<file path="src/rtl/knight_jump_anim_ctrl_if.sv">
`default_nettype none
// ============================================================================
// Module   : knight_jump_anim_ctrl_if
// Brief    : Video-timing / sprite-ROM bundle for the knight-jump sequencer.
// Revision : 1.0 - initial release
// ============================================================================
interface knight_jump_anim_ctrl_if #(
    parameter int ADDR_W = 14,
    parameter int FIDX_W = 3
);
    logic              frame_start;
    logic              jump_req;
    logic              loop_en;
    logic [9:0]        DrawX;
    logic [9:0]        DrawY;
    logic [9:0]        sprite_x;
    logic [9:0]        sprite_y;
    logic [ADDR_W-1:0] rom_address;
    logic              sprite_hit;
    logic [FIDX_W-1:0] frame_idx;
    logic              busy;

    modport master (
        output frame_start, jump_req, loop_en, DrawX, DrawY, sprite_x, sprite_y,
        input  rom_address, sprite_hit, frame_idx, busy
    );

    modport slave (
        input  frame_start, jump_req, loop_en, DrawX, DrawY, sprite_x, sprite_y,
        output rom_address, sprite_hit, frame_idx, busy
    );
endinterface
`default_nettype wire

</file>
<file path="src/rtl/knight_jump_anim_ctrl.sv">
`default_nettype none
// ============================================================================
// Module   : knight_jump_anim_ctrl
// Brief    : Steps a stacked sprite sheet on frame_start and drives the ROM
//            address plus in-window flag for the current pixel.
// Revision : 1.0 - initial release
// ============================================================================
module knight_jump_anim_ctrl #(
    parameter int SPR_W      = 30,
    parameter int SPR_H      = 40,
    parameter int NUM_FRAMES = 8,
    parameter int FRAME_HOLD = 4,
    parameter int ADDR_W     = 14
) (
    input  wire                      vga_clk,
    input  wire                      reset_n,
    knight_jump_anim_ctrl_if.slave   bus
);
    localparam int FIDX_W   = $clog2(NUM_FRAMES);
    localparam int c_HOLD_W = (FRAME_HOLD > 1) ? $clog2(FRAME_HOLD) : 1;

    localparam logic [1:0] c_IDLE  = 2'd0;
    localparam logic [1:0] c_ARMED = 2'd1;
    localparam logic [1:0] c_PLAY  = 2'd2;

    localparam logic [ADDR_W-1:0]   c_FRAME_SZ  = ADDR_W'(SPR_W * SPR_H);
    localparam logic [ADDR_W-1:0]   c_SPR_W_A   = ADDR_W'(SPR_W);
    localparam logic [10:0]         c_SPR_W_11  = 11'(SPR_W);
    localparam logic [10:0]         c_SPR_H_11  = 11'(SPR_H);
    localparam logic [FIDX_W-1:0]   c_LAST_IDX  = FIDX_W'(NUM_FRAMES - 1);
    localparam logic [c_HOLD_W-1:0] c_LAST_HOLD = c_HOLD_W'(FRAME_HOLD - 1);

    logic [1:0]          r_state;
    logic [FIDX_W-1:0]   r_frame_idx;
    logic [c_HOLD_W-1:0] r_hold_cnt;
    logic [ADDR_W-1:0]   r_frame_base;
    logic [9:0]          r_x0;
    logic [9:0]          r_y0;
    logic [ADDR_W-1:0]   r_rom_address;
    logic                r_sprite_hit;

    // Window compares are widened to 11 bits so a sprite near x/y=1023 never wraps to 0
    logic [10:0]       w_x, w_y, w_x0, w_y0;
    logic              w_in_win;
    logic [9:0]        w_dx, w_dy;
    logic [ADDR_W-1:0] w_addr;

    assign w_x      = {1'b0, bus.DrawX};
    assign w_y      = {1'b0, bus.DrawY};
    assign w_x0     = {1'b0, r_x0};
    assign w_y0     = {1'b0, r_y0};
    assign w_in_win = (w_x >= w_x0) && (w_x < w_x0 + c_SPR_W_11) &&
                      (w_y >= w_y0) && (w_y < w_y0 + c_SPR_H_11);
    assign w_dx     = bus.DrawX - r_x0;
    assign w_dy     = bus.DrawY - r_y0;
    assign w_addr   = r_frame_base + ADDR_W'(w_dy) * c_SPR_W_A + ADDR_W'(w_dx);

    always_ff @(posedge vga_clk or negedge reset_n) begin
        if (!reset_n) begin
            r_state       <= c_IDLE;
            r_frame_idx   <= '0;
            r_hold_cnt    <= '0;
            r_frame_base  <= '0;
            r_x0          <= '0;
            r_y0          <= '0;
            r_rom_address <= '0;
            r_sprite_hit  <= 1'b0;
        end else begin
            r_rom_address <= w_in_win ? w_addr : '0;
            r_sprite_hit  <= w_in_win;

            // Position is shadowed during blanking so the visible frame never shifts
            if (bus.frame_start) begin
                r_x0 <= bus.sprite_x;
                r_y0 <= bus.sprite_y;
            end

            case (r_state)
                c_IDLE: begin
                    if (bus.jump_req) begin
                        if (bus.frame_start) begin
                            r_state      <= c_PLAY;
                            r_hold_cnt   <= '0;
                            r_frame_idx  <= '0;
                            r_frame_base <= '0;
                        end else begin
                            r_state <= c_ARMED;
                        end
                    end
                end
                c_ARMED: begin
                    if (bus.frame_start) begin
                        r_state      <= c_PLAY;
                        r_hold_cnt   <= '0;
                        r_frame_idx  <= '0;
                        r_frame_base <= '0;
                    end
                end
                c_PLAY: begin
                    if (bus.frame_start) begin
                        if (r_hold_cnt == c_LAST_HOLD) begin
                            r_hold_cnt <= '0;
                            if (r_frame_idx != c_LAST_IDX) begin
                                r_frame_idx  <= r_frame_idx + 1'b1;
                                r_frame_base <= r_frame_base + c_FRAME_SZ;
                            end else begin
                                r_frame_idx  <= '0;
                                r_frame_base <= '0;
                                if (!bus.loop_en) begin
                                    r_state <= c_IDLE;
                                end
                            end
                        end else begin
                            r_hold_cnt <= r_hold_cnt + 1'b1;
                        end
                    end
                end
                default: begin
                    r_state <= c_IDLE;
                end
            endcase
        end
    end

    assign bus.rom_address = r_rom_address;
    assign bus.sprite_hit  = r_sprite_hit;
    assign bus.frame_idx   = r_frame_idx;
    assign bus.busy        = (r_state != c_IDLE);
endmodule
`default_nettype wire

</file>
<file path="src/flat_wrapper.sv">
// flat-port wrapper written by rule: the top's interface ports become plain ports
module knight_jump_anim_ctrl_flat 
#(
    parameter int SPR_W      = 30,
    parameter int SPR_H      = 40,
    parameter int NUM_FRAMES = 8,
    parameter int FRAME_HOLD = 4,
    parameter int ADDR_W     = 14
)
  (vga_clk, reset_n, bus_frame_start, bus_jump_req, bus_loop_en, bus_DrawX, bus_DrawY, bus_sprite_x, bus_sprite_y, bus_rom_address, bus_sprite_hit, bus_frame_idx, bus_busy);
  knight_jump_anim_ctrl_if #(.ADDR_W(ADDR_W), .FIDX_W(3)) bus_i ();
  input  wire vga_clk;
  input  wire reset_n;
  input wire logic [$bits(bus_i.frame_start)-1:0] bus_frame_start;
  input wire logic [$bits(bus_i.jump_req)-1:0] bus_jump_req;
  input wire logic [$bits(bus_i.loop_en)-1:0] bus_loop_en;
  input wire logic [$bits(bus_i.DrawX)-1:0] bus_DrawX;
  input wire logic [$bits(bus_i.DrawY)-1:0] bus_DrawY;
  input wire logic [$bits(bus_i.sprite_x)-1:0] bus_sprite_x;
  input wire logic [$bits(bus_i.sprite_y)-1:0] bus_sprite_y;
  output wire logic [$bits(bus_i.rom_address)-1:0] bus_rom_address;
  output wire logic [$bits(bus_i.sprite_hit)-1:0] bus_sprite_hit;
  output wire logic [$bits(bus_i.frame_idx)-1:0] bus_frame_idx;
  output wire logic [$bits(bus_i.busy)-1:0] bus_busy;
  assign bus_i.frame_start = bus_frame_start;
  assign bus_i.jump_req = bus_jump_req;
  assign bus_i.loop_en = bus_loop_en;
  assign bus_i.DrawX = bus_DrawX;
  assign bus_i.DrawY = bus_DrawY;
  assign bus_i.sprite_x = bus_sprite_x;
  assign bus_i.sprite_y = bus_sprite_y;
  assign bus_rom_address = bus_i.rom_address;
  assign bus_sprite_hit = bus_i.sprite_hit;
  assign bus_frame_idx = bus_i.frame_idx;
  assign bus_busy = bus_i.busy;
  knight_jump_anim_ctrl #(.SPR_W(SPR_W), .SPR_H(SPR_H), .NUM_FRAMES(NUM_FRAMES), .FRAME_HOLD(FRAME_HOLD), .ADDR_W(ADDR_W)) u_core (.vga_clk(vga_clk), .reset_n(reset_n), .bus(bus_i));
endmodule
</file>
<file path="config.mk">
export PLATFORM = sky130hd
export DESIGN_NAME = knight_jump_anim_ctrl_flat
export DESIGN_NICKNAME = d
export VERILOG_FILES = /design/src/rtl/knight_jump_anim_ctrl_if.sv /design/src/rtl/knight_jump_anim_ctrl.sv /design/src/flat_wrapper.sv
export SDC_FILE = /design/constraint.sdc
export NUM_CORES = 1
export LEC_CHECK = 0
export ABC_AREA = 1
export CAP_MARGIN = 20
export CORE_MARGIN = 2
export CORE_UTILIZATION = 45
export CTS_CLUSTER_SIZE = 30
export DETAILED_ROUTE_END_ITERATION = 10
export MAX_ROUTING_LAYER = met4
export PLACE_DENSITY_LB_ADDON = 0.05
export SLEW_MARGIN = 20
export SYNTH_ARGS = -nofsm -noshare
export SYNTH_HDL_FRONTEND = slang
export SYNTH_SLANG_ARGS = --single-unit
</file>
<file path="constraint.sdc">
create_clock -name vga_clk -period 5.9 [get_ports vga_clk]
set_input_delay 0.59 -clock vga_clk [delete_from_list [all_inputs] [get_ports vga_clk]]
set_output_delay 0.59 -clock vga_clk [all_outputs]
set_load 0.02 [all_outputs]
</file>
After elaboration in Yosys (flattened, before gate mapping) --
Index checks and enable logic that the tools add are counted.
Storage, ports and cells: bits in writable memories 0, logic and storage cells 67, memory bits (read-only) 0, input port bits 45, memories kept 0, register bits after elaboration 56, output and inout port bits 19, latch bits 0
Operators by class: shift-type cells 0, bitwise logic cells 0, reductions and logical operators 9, $mul 1, multiplexer cells 26, order comparisons 4, add/sub/neg operators 9, divide/modulo/power cells 0, eq/ne operators 10
Operators with widths (count):
- 14-bit two-way mux | 6
- 14-bit case mux with 3 select lines | 1
- 10-bit by 11-bit less-than comparator with 1-bit output | 2
- 2-bit two-way mux | 11
- 10-bit >= comparator | 2
- 10-bit subtractor | 2
- 3-bit two-way mux | 5
- 14-bit by 10-bit adder with 14-bit output | 1
- 14-bit by 11-bit adder with 14-bit output, second input constant | 1
- 14-bit adder | 1
- 10-bit by 4-bit multiplier with 13-bit output, second input constant | 1
- 2-bit case mux with 3 select lines | 2
- 10-bit by 5-bit adder with 11-bit output, second input constant | 1
- 10-bit by 6-bit adder with 11-bit output, second input constant | 1
- 2-bit != test, second input constant | 5
- 3-bit case mux with 3 select lines | 1
- 6-bit AND reduction | 1
- 2-bit equality test, second input constant | 2
- 4-bit AND reduction | 1
- 3-bit by 1-bit adder with 3-bit output, second input constant | 1
- 1-bit logical AND | 3
- 3-bit != test, second input constant | 1
- 3-bit AND reduction | 1
- 3-bit nonzero test | 1
- other kinds (5) | 5

Depth between registers and ports, before layout --
Gate-level depths: netlist of the first run.
depth in word-level cells 6, depth in mapped cells 33, mapped depth without buffers 33

Worst setup path after synthesis of the first run --
No wires, ideal clock.
kind in2reg, start in bus_DrawY[0], end reg u_core.r_rom_address[11] (netlist: u_core.bus.rom_address[11]), library setup time 0.120 ns, stages 24, data required time 5.780 ns, arrival 5.021 ns, path buffers 0, setup slack 0.759 ns, path through inv_1 > ha_1 > inv_1 > fa_1 > xor2_1 > inv_1 > fa_1 > inv_1 > fa_1 > inv_1 > fa_1 > o21bai_1 > xnor2_1 > fa_1 > inv_1 > ha_1 > nand2_1 > nor3_1 > nand2_1 > nand2_1 > nand2_1 > nand2_1 > xor2_1 > nor2_2
On the way: longest elaborated chain between the ends 5, elaborated cells on any way between the ends 9, those cells by class add/sub (3); mul (1); order compare (2); mux (1); reduce/logical (2)
Ends and longest elaborated chain:
- start, declared | line flat_wrapper.sv:18 | input wire logic [$bits(bus_i.DrawY)-1:0] bus_DrawY;
- 10-bit subtractor | line knight_jump_anim_ctrl.sv:55 | assign w_dy = bus.DrawY - r_y0;
- 10-bit by 4-bit multiplier with 13-bit output | line knight_jump_anim_ctrl.sv:56 | assign w_addr = r_frame_base + ADDR_W'(w_dy) * c_SPR_W_A + ADDR_W'(w_dx);
- 14-bit adder | line knight_jump_anim_ctrl.sv:56
- 14-bit by 10-bit adder with 14-bit output | line knight_jump_anim_ctrl.sv:56
- 14-bit two-way mux * | line knight_jump_anim_ctrl.sv:69 | r_rom_address <= w_in_win ? w_addr : '0;
- end signal, assigned | line knight_jump_anim_ctrl.sv:69
- end, declared | line knight_jump_anim_ctrl.sv:39 | logic [ADDR_W-1:0] r_rom_address;
Mark *: on every way between the ends. The rest lies on a longest branch, timed or not. A chain may end at the register's enable or synchronous reset.

Final worst setup path of the first run --
Same ends and word-level chain as after synthesis.

==> results of run 1 <==
Yosys cell counts (all sizes together):
cell type,count,area share
nand3b,1,0.0014
xnor2,17,0.028
o21ai,29,0.026
o31ai,2,0.0027
dfrtp,52,0.24
o21a,2,0.0027
xor2,39,0.063
a31oi,5,0.0056
conb,1,0.00068
or2,1,0.0011
o21bai,3,0.0041
mux2i,1,0.0018
nor3,9,0.0081
nor3b,2,0.0027
a21boi,3,0.0041
a21o,5,0.0068
nor2,60,0.045
nand4,9,0.010
clkbuf,4,0.0027
inv,132,0.089
o2111ai,1,0.0016
buf,2,0.0029
a21oi,41,0.038
nand3,39,0.035
nand2,189,0.13
o22ai,3,0.0034
fa,20,0.072
ha,78,0.18
path summary, 6_finish.rpt:
kind / endpoint / slack (ns) / startpoint / cells after the start
hold / removal: u_core.bus.rom_address[13] / 0.42 / reset_n / 2
hold reg to reg: u_core.r_x0[0] / 0.49 / u_core.r_x0[0] / 2
min in group vga_clk: u_core.r_x0[0] / 0.49 / u_core.r_x0[0] / 2
setup / recovery: u_core.bus.rom_address[11] / 0.40 / bus_DrawY[0] / 30
setup reg to reg: u_core.bus.rom_address[11] / 0.73 / u_core.r_y0[0] / 28
max in group asynchronous: u_core.r_state[0] / 5.03 / reset_n / 2
metrics by stage:
| stage | setup slack, ns | utilization | hold WS [ns] | cell area [µm²] |
|---|---|---|---|---|
| global placement | 0.1186 | 0.5307 | 0.4618 | 6375 |
| detailed placement | 0.02444 | 0.5307 | 0.4692 | 6375 |
| floorplan | 0.7590 | - | 0.2944 | 5537 |
| global route | 0.02441 | 0.5468 | 0.4728 | 6568 |
| finish | 0.4031 | 0.5468 | 0.4173 | 6568 |
| CTS | 0.3368 | 0.5444 | 0.4396 | 6539 |
layer usage:
layer / vias up / global-route usage / part of all wire
met2: 77 / 0.3145 / 0.46
met3: 14 / 0.03795 / 0.031
met4: 0 / 0.05542 / 0.021
li1: 2527 / - / -
met5: - / - / 0
met1: 2108 / 0.2561 / 0.49
logic make-up after synthesis:
logic type	after synthesis	synth area share
compound gates	94	0.09491
xor+xnor	56	0.09130
fa+ha+maj	98	0.2486
buf+inv	138	0.09514
flops	52	0.2350
mux	1	0.001808
other cells	1	0.0006773
simple gates	310	0.2325
registers in the layout, indices dropped and copies added, names as in the netlist:
name / flops
u_core.r_x0: 10
u_core.bus.sprite_hit: 1
u_core.r_state: 2
u_core.bus.frame_idx: 3
u_core.bus.rom_address: 14
u_core.r_frame_base: 10
u_core.r_y0: 10
u_core.r_hold_cnt: 2
timing repair:
item	CTS	global route
setup buffers	0	1
endpoints found under the setup margin	0	3
resized for setup	0	4
area by class of cell:
type                       count  area, µm²  share of cell area
clock buffer                   6      128.9             0.01962
multi-input combinational    560       3730              0.5679
sequential                    52       1301              0.1981
timing repair buffer          72      693.2              0.1055
tap                          147      183.9             0.02801
inverter                     132      495.5             0.07544
clock inverter                 2      35.03            0.005334
==> results.txt, run 1 <==
The final route contains 4,726 vias. The placed wire-length estimate is 9970 µm. The number of failing hold endpoints at the final stage came out at 0. The library cell used most frequently in the layout, excluding fill and tap cells, is sky130_fd_sc_hd__nand2_1.

The final routed wirelength across all metal layers came out at about 12,000 µm. The number of standard cells in the layout, taps in and fillers out is 971. The TritonCTS clock tree is done.

The worst-path maximum fanout came out at 5. The initial antenna violation count came to 0. The floorplan step defined a core boundary enclosing 0.01201 mm². The library cells used most frequently in the layout, excluding fill and tap cells, are sky130_fd_sc_hd__nand2_1, sky130_fd_sc_hd__inv_1, sky130_fd_sc_hd__ha_1, sky130_fd_sc_hd__clkdlybuf4s50_1, sky130_fd_sc_hd__dfrtp_1. The number of antenna-violating nets in the routed design is 0. The initial core utilization came out at 0.4609. The number of max-capacitance violations reported came out at 0. The latest clock arrival within the worst-skew pair came out at 0.30 ns. The detail-routed via count per cell came out at 4.867. The cell type with the highest occurrence count on the critical path is sky130_fd_sc_hd__nand2_1. The share of cells above drive strength 1 is 0.04126.

The final setup violation count came out at 0. The synthesis-to-layout area growth came out at 18.62%. The total of flip-flops plus latches after synthesis is 52. Data on the critical path is required at its endpoint by 6.08 ns. The flow ran to the end, and the final reports show no timing, DRC or antenna violations. By startpoint and endpoint, the worst setup path is classified as in2reg. The hold buffer count at CTS is 0.

The smallest clock period supported by the final layout is computed as 5.497 ns. Setup repair after global routing left no endpoint under its margin. The congestion estimate from routability-driven global placement came to about 0.86. The largest individual stage delay along the critical path comes from the cell sky130_fd_sc_hd__fa_1. The critical path contains buffers and inverters numbering 6 combined. Clock skew on the completed layout was measured at 0.008805 ns. The root cell of the clock tree is sky130_fd_sc_hd__clkbuf_16. The floorplan row count came out at 40. In this run, the number of DRC markers left after iteration 0 of detailed routing was 173. In this run the vertical extent of the chip is 114.9 µm.

The instance count of the mapped netlist came out at 750. The number of global-route vias before repair came out at 4,541. The post-synth net total came out at around 890. The die footprint is 0.01321 mm². The kind of cell with the highest combined delay along the critical path is adder cells. After synthesis the cells add up to 0.005537 mm². The final-stage net count is 966. The first TritonRoute pass finished after 4 iterations.

For this run, the total global-route usage over all layers was measured as 0.1971. The achievable clock frequency is 0.1819 GHz. The longest individual stage delay on the worst path came out at 0.50 ns.

The total count of max-transition violations in the final report came out at 0. The die is 114.9 µm wide. The path class of the tightest hold or removal check is in2async. Data arrives at the worst endpoint at 5.67 ns.

The number of antenna diodes in the final layout is 0. After clock tree synthesis, the clock-pin slew on the worst setup and hold paths is 0.06 ns. After detailed routing, the number of remaining DRC violations is 0. The number of synthesis warnings is 0. The share of the Yosys chip area taken by registers is 0.2350. The count of input and output buffers is 63. Dividing the final minimum period by the clock period gives 0.9317. The overall overflow remaining after global route came out at 0. The total negative setup slack is 0 ns. STA classifies the critical path endpoint as a register.

The mean instance size in the synthesized netlist is around 7.4 µm². The number of H-tree levels came out at 2. The transition time at the pin with the least slew margin came out at 0.8735 ns. The number of clock buffers inserted by TritonCTS came out at 5.

The average wire per standard cell is 12.19 µm. The maximum count of clock buffers along a single path is 2. The wire length of the first global-routing pass is 20,340 µm. The layout filler cell count came out at 1,143.

The number of different library cells used by synthesis comes to 37. The cell count after placement is 962. The I/O pin total came out at between 60 and 70. Headroom to the max-slew limit came out at 0.4155. The number of sinks on the clock net came out at 52.

STA classifies the critical path startpoint as a primary input. The maximum number of pins on one net before global-route repair came out at 53.
Power of run 1 is not shown: default switching activity piles up to over one toggle a cycle in this logic, so the estimate is an artifact.
==> run 2, diff against run 1 <==
- TNS_END_PERCENT: not set -> 5
==> run 2 against run 1 <==
  * Clock skew is essentially flat
  * Worst hold slack lost 0.00062 ns
  * Worst setup slack gained 0.0014 ns
  * Maximum frequency is essentially flat
  * Register-to-register slack is essentially flat
  * Die area is the same
  * Via count is essentially flat
  * Critical path type unchanged
  * Critical endpoint unchanged
  * Highest routed layer unchanged
==> results.txt, run 2 (synthesis results as in run 1) <==
The signal arrival time at the worst endpoint is 5.67 ns (about the same). The synthesis-to-layout area growth is 18.49%. The total cell area at the placement stage came to 0.006375 mm² (unchanged). The slowest cell on the critical path is sky130_fd_sc_hd__fa_1. The number of H-tree levels is 2 (unchanged).

The transition time at the pin with the least slew margin is 0.8735 ns (-0.0000005364 ns). The share of cells above drive strength 1 was 0.04010 (-0.001165). Clock tree synthesis selected as its root buffer the cell sky130_fd_sc_hd__clkbuf_16.

The final setup violation count is 0 (unchanged). The average wire per standard cell is 12.21 µm (+0.15%). The clock input transition at the sequential cells of the worst setup and hold paths came to 0.06 ns (about the same). The required time of the worst setup path came out at 6.08 ns (about the same). By instance count, the cell type seen most on the critical path is sky130_fd_sc_hd__nand2_1.

The total negative setup slack came out at 0 ns (unchanged). The library cells used most frequently in the layout, excluding fill and tap cells, are sky130_fd_sc_hd__nand2_1, sky130_fd_sc_hd__inv_1, sky130_fd_sc_hd__ha_1, sky130_fd_sc_hd__clkdlybuf4s50_1, sky130_fd_sc_hd__dfrtp_1. The post-route clock period utilization is 0.9314 (about the same). The flip-flop count of the largest register after layout came out at 14 (unchanged).

The count of input and output buffers is 63 (unchanged). The maximum count of clock buffers along a single path came out at 2 (unchanged). Tracing the worst setup path back leads to its startpoint at bus_DrawY[0]. The endpoint type of the worst setup path is a register. The initial core utilization came out at 0.4609 (unchanged). The final critical path time including I/O delays and setup came out at 5.496 ns (-0.001435 ns). The I/O pin total is 64 (unchanged). The number of clock buffers inserted by TritonCTS is 5 (unchanged). The worst-path maximum fanout came to 5 (unchanged). The number of global-route vias before repair came to 4,541 (unchanged).

The die width is 114.9 µm (unchanged). The run finished with clean final reports. The die footprint came to 0.01321 mm² (unchanged). The most common library cell in the layout ignoring fill and taps is sky130_fd_sc_hd__nand2_1. The initial antenna violation count was 0 (unchanged). The wire length of the first global-routing pass came out at 20,340 µm (unchanged). The final routed wirelength across all metal layers came out at 11,840 µm (about the same). The total routing usage reported by global routing came to 0.1971 (unchanged). The remaining routing DRC violations came out at 0 (unchanged). The TritonCTS clock tree is done.

The start of the worst register-to-register path is u_core.r_y0[0]. The design area came out at 0.006560 mm² (-0.11%). The reg-to-reg setup timing slack was 0.73 ns (about the same).

The clock tree skew after final layout came to 0.008875 ns (+0.00006930 ns). The tightest min-delay check is of the in2async type. The antenna diode count came out at 0 (unchanged). The overall overflow remaining after global route came to 0 (unchanged). The number of antenna-violating nets in the routed design came out at 0 (unchanged). The height of the die came out at 114.9 µm (unchanged). The longest individual stage delay on the worst path came to 0.50 ns (about the same). The number of search-and-repair iterations in the first detailed-routing pass is 4 (unchanged). The achievable clock frequency is 0.1820 GHz (about the same). The core outline area was 0.01201 mm² (unchanged). The number of sinks on the clock net was 52 (unchanged). The maximum number of pins on one net before global-route repair is 53 (unchanged). The number of max-capacitance violations reported came out at 0 (unchanged). The worst setup path is launched from a primary input. The relative slew slack is 0.4155 (unchanged). The detail-routed via count per cell came out at 4.869 (about the same). The number of failing hold endpoints at the final stage came out at 0 (unchanged).

The number of design-rule violations left by the first detailed-router iteration is 184 (+6.4%). The latest clock arrival within the worst-skew pair was 0.30 ns (about the same). The start-to-end type of the worst setup path is in2reg. The final weighted congestion of routability-driven global placement came out at 0.8568 (unchanged). The utilization after layout is 0.5461 (-0.0006250). The final-stage net count came out at 965 (-0.10%).

The floorplan row count is 40 (unchanged). The placed wire-length estimate came out at 9970 µm (unchanged). The via total after detailed routing is 4,723 (-0.063%).

The total count of max-transition violations in the final report was 0 (unchanged).
## run 2: final timing paths
| path | end | cells past startpoint |
|---|---|---|
| max | u_core.bus.rom_address[11] | 30 |
| max reg2reg | u_core.bus.rom_address[11] | 28 |
| min reg2reg | u_core.r_x0[0] | 2 |
| max in group asynchronous | u_core.r_state[0] | 2 |
| min | u_core.bus.rom_address[13] | 2 |
| min in group vga_clk | u_core.r_x0[0] | 2 |
## run 2: cell type report
cell class                 count  area [µm²]
clock inverter                 2       35.03
fill                        1143        5451
tap                          147       183.9
multi-input combinational    560        3730
sequential                    52        1301
timing repair buffer          71       685.7
inverter                     132       495.5
clock buffer                   6       128.9
## run 2: what timing repair did
item / CTS / global route
endpoints found under the setup margin: 0 / 3
setup buffers: 0 / 0
resized for setup: 0 / 4
hold buffers: 0 / 0
## run 2: through the flow
step / cells / hold slack [ns] / setup slack (ns)
after floorplan: 750 / 0.2944 / 0.7590
after global placement: 962 / 0.4618 / 0.1186
after detailed placement: 962 / 0.4692 / 0.02444
after CTS: 970 / 0.4396 / 0.3368
after global routing: 970 / 0.4728 / -0.005662
final: 970 / 0.4167 / 0.4045
## run 2: per-layer routing
metal / wire (µm) / global-route usage
met5: 0 / -
met4: 263 / 0.05542
met3: 393 / 0.03795
met2: 5404 / 0.3145
met1: 5781 / 0.2561
## run 2: worst max-delay path, delay by kind of cell
kind | cells | cell delay [ns]
xor+xnor | 4 | 0.67
fa+ha+maj | 6 | 2.28
simple gates | 12 | 1.06
compound gates | 2 | 0.37
buf+inv | 6 | 0.69
Power of run 2 is left out for the same reason.
